## src/rtl/riscv_tmr_pkg.sv

```systemverilog
// rtl/riscv_tmr_pkg.sv - shared constants for the triplicated register file
package riscv_tmr_pkg;

    localparam int NUM_REGS = 32;

    // x0 is hardwired to zero, so the scan starts and wraps to x1
    localparam logic [4:0] FIRST_REG = 5'd1;

    localparam logic [1:0] ST_IDLE  = 2'd0;
    localparam logic [1:0] ST_READ  = 2'd1;
    localparam logic [1:0] ST_VOTE  = 2'd2;
    localparam logic [1:0] ST_WRITE = 2'd3;

endpackage

```

## src/rtl/tmr_voter32.sv

```systemverilog
// rtl/tmr_voter32.sv - combinational 2-of-3 bitwise majority voter
module tmr_voter32 (
    input  logic [31:0] a,
    input  logic [31:0] b,
    input  logic [31:0] c,
    output logic [31:0] maj,
    output logic        triple
);

    assign maj = (a & b) | (a & c) | (b & c);

    // No two replicas agree on the word, so the majority result cannot be trusted
    assign triple = (a != b) && (a != c) && (b != c);

endmodule

```

## src/rtl/regfile_scrubber.sv

```systemverilog
// rtl/regfile_scrubber.sv - background TMR scrubber for the register file
module regfile_scrubber #(
    parameter int NUM_REGS = riscv_tmr_pkg::NUM_REGS,
    parameter int ERR_W    = 16
) (
    input  logic             clk,
    input  logic             rst_in,
    input  logic             en,
    input  logic             pipe_we,
    input  logic [4:0]       pipe_addr,
    input  logic [31:0]      rd_a,
    input  logic [31:0]      rd_b,
    input  logic [31:0]      rd_c,
    output logic [4:0]       scrub_addr,
    output logic             scrub_we,
    output logic [31:0]      scrub_wd,
    output logic             busy,
    output logic [ERR_W-1:0] err_count,
    output logic             triple_err
);
    import riscv_tmr_pkg::*;

    localparam logic [4:0] LAST_REG = 5'(NUM_REGS - 1);

    logic [1:0]  state;
    logic [1:0]  state_n;
    logic [31:0] cap_a;
    logic [31:0] cap_b;
    logic [31:0] cap_c;
    logic        stale;
    logic [31:0] maj;
    logic        triple;
    logic        hit;
    logic        mismatch;
    logic        advance;
    logic        count;
    logic [4:0]  addr_next;
    logic [1:0]  after_reg;

    tmr_voter32 u_voter (
        .a      (cap_a),
        .b      (cap_b),
        .c      (cap_c),
        .maj    (maj),
        .triple (triple)
    );

    assign hit       = pipe_we && (pipe_addr == scrub_addr);
    assign mismatch  = (cap_a != cap_b) || (cap_a != cap_c);
    assign addr_next = (scrub_addr == LAST_REG) ? FIRST_REG : scrub_addr + 5'd1;
    assign after_reg = en ? ST_READ : ST_IDLE;

    // The pipeline owns the shared write port, so the enable must see pipe_we this cycle
    assign scrub_we = (state == ST_WRITE) && !pipe_we;

    always_comb begin
        state_n = state;
        advance = 1'b0;
        count   = 1'b0;
        case (state)
            ST_IDLE: begin
                if (en) state_n = ST_READ;
            end
            ST_READ: begin
                state_n = ST_VOTE;
            end
            ST_VOTE: begin
                if (mismatch && !stale && !hit) begin
                    state_n = ST_WRITE;
                end else begin
                    advance = 1'b1;
                    state_n = after_reg;
                end
            end
            ST_WRITE: begin
                if (!pipe_we) begin
                    count   = 1'b1;
                    advance = 1'b1;
                    state_n = after_reg;
                end else if (hit) begin
                    advance = 1'b1;
                    state_n = after_reg;
                end
            end
            default: state_n = ST_IDLE;
        endcase
    end

    always_ff @(posedge clk or posedge rst_in) begin
        if (rst_in) begin
            state      <= ST_IDLE;
            scrub_addr <= FIRST_REG;
            scrub_wd   <= '0;
            busy       <= 1'b0;
            err_count  <= '0;
            triple_err <= 1'b0;
            cap_a      <= '0;
            cap_b      <= '0;
            cap_c      <= '0;
            stale      <= 1'b0;
        end else begin
            state <= state_n;
            busy  <= (state_n != ST_IDLE);
            if (state == ST_READ) begin
                cap_a <= rd_a;
                cap_b <= rd_b;
                cap_c <= rd_c;
                stale <= hit;
            end
            if (advance) scrub_addr <= addr_next;
            if ((state == ST_VOTE) && (state_n == ST_WRITE)) scrub_wd <= maj;
            if ((state == ST_VOTE) && !stale && !hit && triple) triple_err <= 1'b1;
            if (count && !(&err_count)) err_count <= err_count + {{(ERR_W-1){1'b0}}, 1'b1};
        end
    end

endmodule

```

## config.mk

```make
export PLATFORM = sky130hd
export DESIGN_NAME = regfile_scrubber
export DESIGN_NICKNAME = d
export VERILOG_FILES = /design/src/rtl/riscv_tmr_pkg.sv /design/src/rtl/tmr_voter32.sv /design/src/rtl/regfile_scrubber.sv
export SDC_FILE = /design/constraint.sdc
export NUM_CORES = 1
export LEC_CHECK = 0
export ABC_AREA = 1
export CORE_MARGIN = 2
export CORE_UTILIZATION = 52
export CTS_BUF_LIST = sky130_fd_sc_hd__clkbuf_8 sky130_fd_sc_hd__clkbuf_16
export DETAILED_ROUTE_END_ITERATION = 12
export GPL_TIMING_DRIVEN = 0
export PLACE_DENSITY = 0.8
export SKIP_CTS_REPAIR_TIMING = 1
export SYNTH_ARGS = -nofsm -noshare
export SYNTH_HDL_FRONTEND = slang
export SYNTH_SLANG_ARGS = --single-unit
```

## constraint.sdc

```tcl
create_clock -name clk -period 6.7 [get_ports clk]
set_clock_uncertainty 0.15 [all_clocks]
set_input_delay 1.675 -clock clk [delete_from_list [all_inputs] [get_ports clk]]
set_output_delay 1.675 -clock clk [all_outputs]
set_load 0.02 [all_outputs]
```

==> results.tsv <==
stage	metric	value	unit
status	outcome	completed	
timing	Slew @ Worst Pin	0.611	ns
critical_path	CP Data Required Time	4.88	ns
critical_path	Setup crit start kind	input port	
drt	Met3 Wirelength	911	um
power_and_ir_drop	worst ir drop on vdd	245	uV
floorplanning	Core Box Area	15100	um2
final_layout	Area Overhead vs Synth	31.3	%
timing	Final min period	4.89	ns
drt	# DRC	0	
power_and_ir_drop	register share of total power	34.1	%
drt	drt wl/cell	14.9	um
critical_path	worst-path maximum fanout	4	
critical_path	Arr. time, crit path	3.06	ns
yosys	Mapped Nets	1119	
placed_design	Routability Congestion	0.887	
timing	maximum clock rate	205	MHz
drt	drt total wl	19.3	mm
power_and_ir_drop	PD cells	485	nW/um2
yosys	leading area contributor after synthesis	dfrtp_1	
power_and_ir_drop	Pint	3.04	mW
placed_design	placed cells	1264	
drt	DRT Pass-1 Iters	6	
critical_path	CP Class	in2out	
floorplanning	Die Area	16500	um2
timing	max-slew violation count	0	
hold_path	worst min path class	reg2reg	
final_layout	Final #Nets	1299	
yosys	Post-synth ARST share	100	%
drt	Vias	6674	
power_and_ir_drop	leakage power	5.32	nW
yosys	post-synth top area share	47.6	%
placed_design	port bufs	160	
run	number of max-cap violations	0	
timing	final hold violations	0	
clock_tree	CTS Buffer Depth	2	
power_and_ir_drop	Power Total	5.12	mW
clock_tree	CTS tree	yes	
grt	initial antenna violation count	0	
final_layout	layout cells sized above 1	7.77	%
clock_tree	Clock transition at path regs	0.06	ns
clock_tree	TritonCTS Buffers	17	
drt	Post-Route M1 WL	8.88	mm
floorplanning	Initial Util	53.1	%
clock_tree	Sink Count	154	
timing	RSZ-0062 raised after global routing	no	
power_and_ir_drop	Logic pwr share	45.4	%
yosys	Syn Inst Count	915	
clock_tree	Skew-Pair Late Insertion Delay	0.42	ns
floorplanning	num rows	45	
yosys	#FFs+latches synth	154	
timing	final setup fails	0	
yosys	Post-synth top cells	nand2_1 (400), dfrtp_1 (153), ha_1 (99), nor2_1 (54), nor3_1 (41)	
yosys	synth unique cells	30	
yosys	Area contributors post-synth	dfrtp_1 (48%), nand2_1 (19%), ha_1 (15%), o21ai_2 (3.1%), nor3_1 (2.6%)	
grt	first-pass GRT wire length	31.8	mm
final_layout	final non-filler cell total	1295	
clock_tree	clock root buffer	clkbuf_16	
yosys	Main synth FF type	dfrtp_1	
yosys	Yosys Warn Count	0	
power_and_ir_drop	switching power	2.08	mW
power_and_ir_drop	clock network power share	20.5	%
drt	Top Metal Used	met4	
yosys	register area share after synthesis	47.9	%
yosys	most common cell in the netlist	nand2_1	
clock_tree	CTS HTree Levels	4	
power_and_ir_drop	switching share of power	40.7	%
drt	post-DR vias/cell	5.15	
final_layout	ant diodes	0	
grt	grt ovf	0	
yosys	Synth Area per Inst	8.79	um2
grt	largest net degree at the start of global routing	89	
placed_design	post-DP HPWL	14.2	mm
timing	Final Cycle Share	73.0	%
floorplanning	die height	128	um
drt	post-route ant nets	0	
floorplanning	DIE WIDTH	128	um
yosys	Mapped Area	8040	um2
critical_path	CP endpoint kind	primary output	
drt	met2 WL post-DR	9.18	mm
drt	DR iter-0 viols	404	
grt	Global Route Usage Sum	24.7	%
grt	number of global-route vias before repair	6672	
floorplanning	I/O pin total	161	
yosys	Post-synth EDFFs	0	
timing	max_slew headroom	59.3	%
## final cells by class
type | instances | area, um2
plain buffers | 27 | 161
clock buffers | 20 | 467
clock inverters | 11 | 178
fillers | 1180 | 4590
inverters | 35 | 136
multi-input cells | 699 | 3890
flip-flops and latches | 154 | 3850
well taps | 188 | 235
repair buffers | 161 | 1630
## through the flow
stage | instance area [um2] | util, % | hold slack (ns) | worst slack, ns | setup TNS, ns
6_report | 10600 | 69.7 | 0.330 | 1.81 | 0
5_1_grt | 10600 | 69.7 | 0.358 | 1.78 | 0
4_1_cts | 10600 | 69.7 | 0.334 | 1.81 | 0
3_5_place_dp | 9910 | 65.4 | 0.320 | 1.82 | 0
3_3_place_gp | 9880 | 65.2 | 0.309 | -1.35 | -204.26
2_1_floorplan | 8040 | - | 0.321 | 0.727 | 0
## power by group through the flow
stage | registers (mW) | clock network, mW | logic (mW)
6_report | 1.74 | 1.05 | 2.33
5_1_grt | 1.80 | 1.10 | 2.65
4_1_cts | 1.74 | 1.06 | 2.35
3_5_place_dp | 1.75 | 0 | 2.33
3_3_place_gp | 1.73 | 0 | 2.25
2_1_floorplan | 1.81 | 0 | 1.41
## final timing paths
check | endpoint | cells past startpoint | slack [ns] | startpoint
max | scrub_we | 3 | 1.81 | pipe_we
min | scrub_wd[14] | 2 | 0.33 | scrub_wd[14]
max reg2reg | scrub_addr[0] | 12 | 4.43 | cap_a[3]
min reg2reg | scrub_wd[14] | 2 | 0.33 | scrub_wd[14]
max in group asynchronous | cap_a[22] | 3 | 3.98 | rst_in
min in group asynchronous | scrub_wd[31] | 2 | 1.58 | rst_in
## routing by layer
layer,track usage (%),up-vias
met3,3.83,27
met2,41.3,190
li1,-,3325
met4,7.50,0
met5,0,-
met1,33.6,3132
## kinds of logic (layout without fill, tap and decap cells)
family	after synthesis	count (layout)	synth area share (%)
AND/OR/NAND/NOR	539	539	27.2
flip-flops	154	154	47.9
adder cells (fa/ha/maj)	99	99	15.4
buffers and inverters	62	254	3.64
AO/OA/AOI/OAI	47	47	4.26
XOR/XNOR	14	14	1.53
## worst max-delay path, stage by stage
cell             delay [ns]
clkdlybuf4s50_1        0.50
nor2_1                 0.24
clkdlybuf4s50_1        0.64
## layout by cell type (no fill, tap or decap), drive strengths merged
cell	n
clkinvlp	1
o21ai	42
or2	2
o21bai	1
buf	16
clkdlybuf4s50	160
nand2	402
ha	99
nand3	19
clkinv	1
xnor2	2
dfstp	1
clkbuf	32
nor2	57
nor4	10
xor2	12
nor3	42
and3	1
nand4	6
bufinv	5
a21oi	4
dfrtp	153
inv	39
## registers in the layout (all words and copies together), names as in the netlist
name        count
scrub_addr      5
err_count      16
cap_c          32
cap_a          32
cap_b          32
stale           1
scrub_wd       32
state           2
busy            1
triple_err      1
Note: power is estimated with default switching activity, not from simulation.
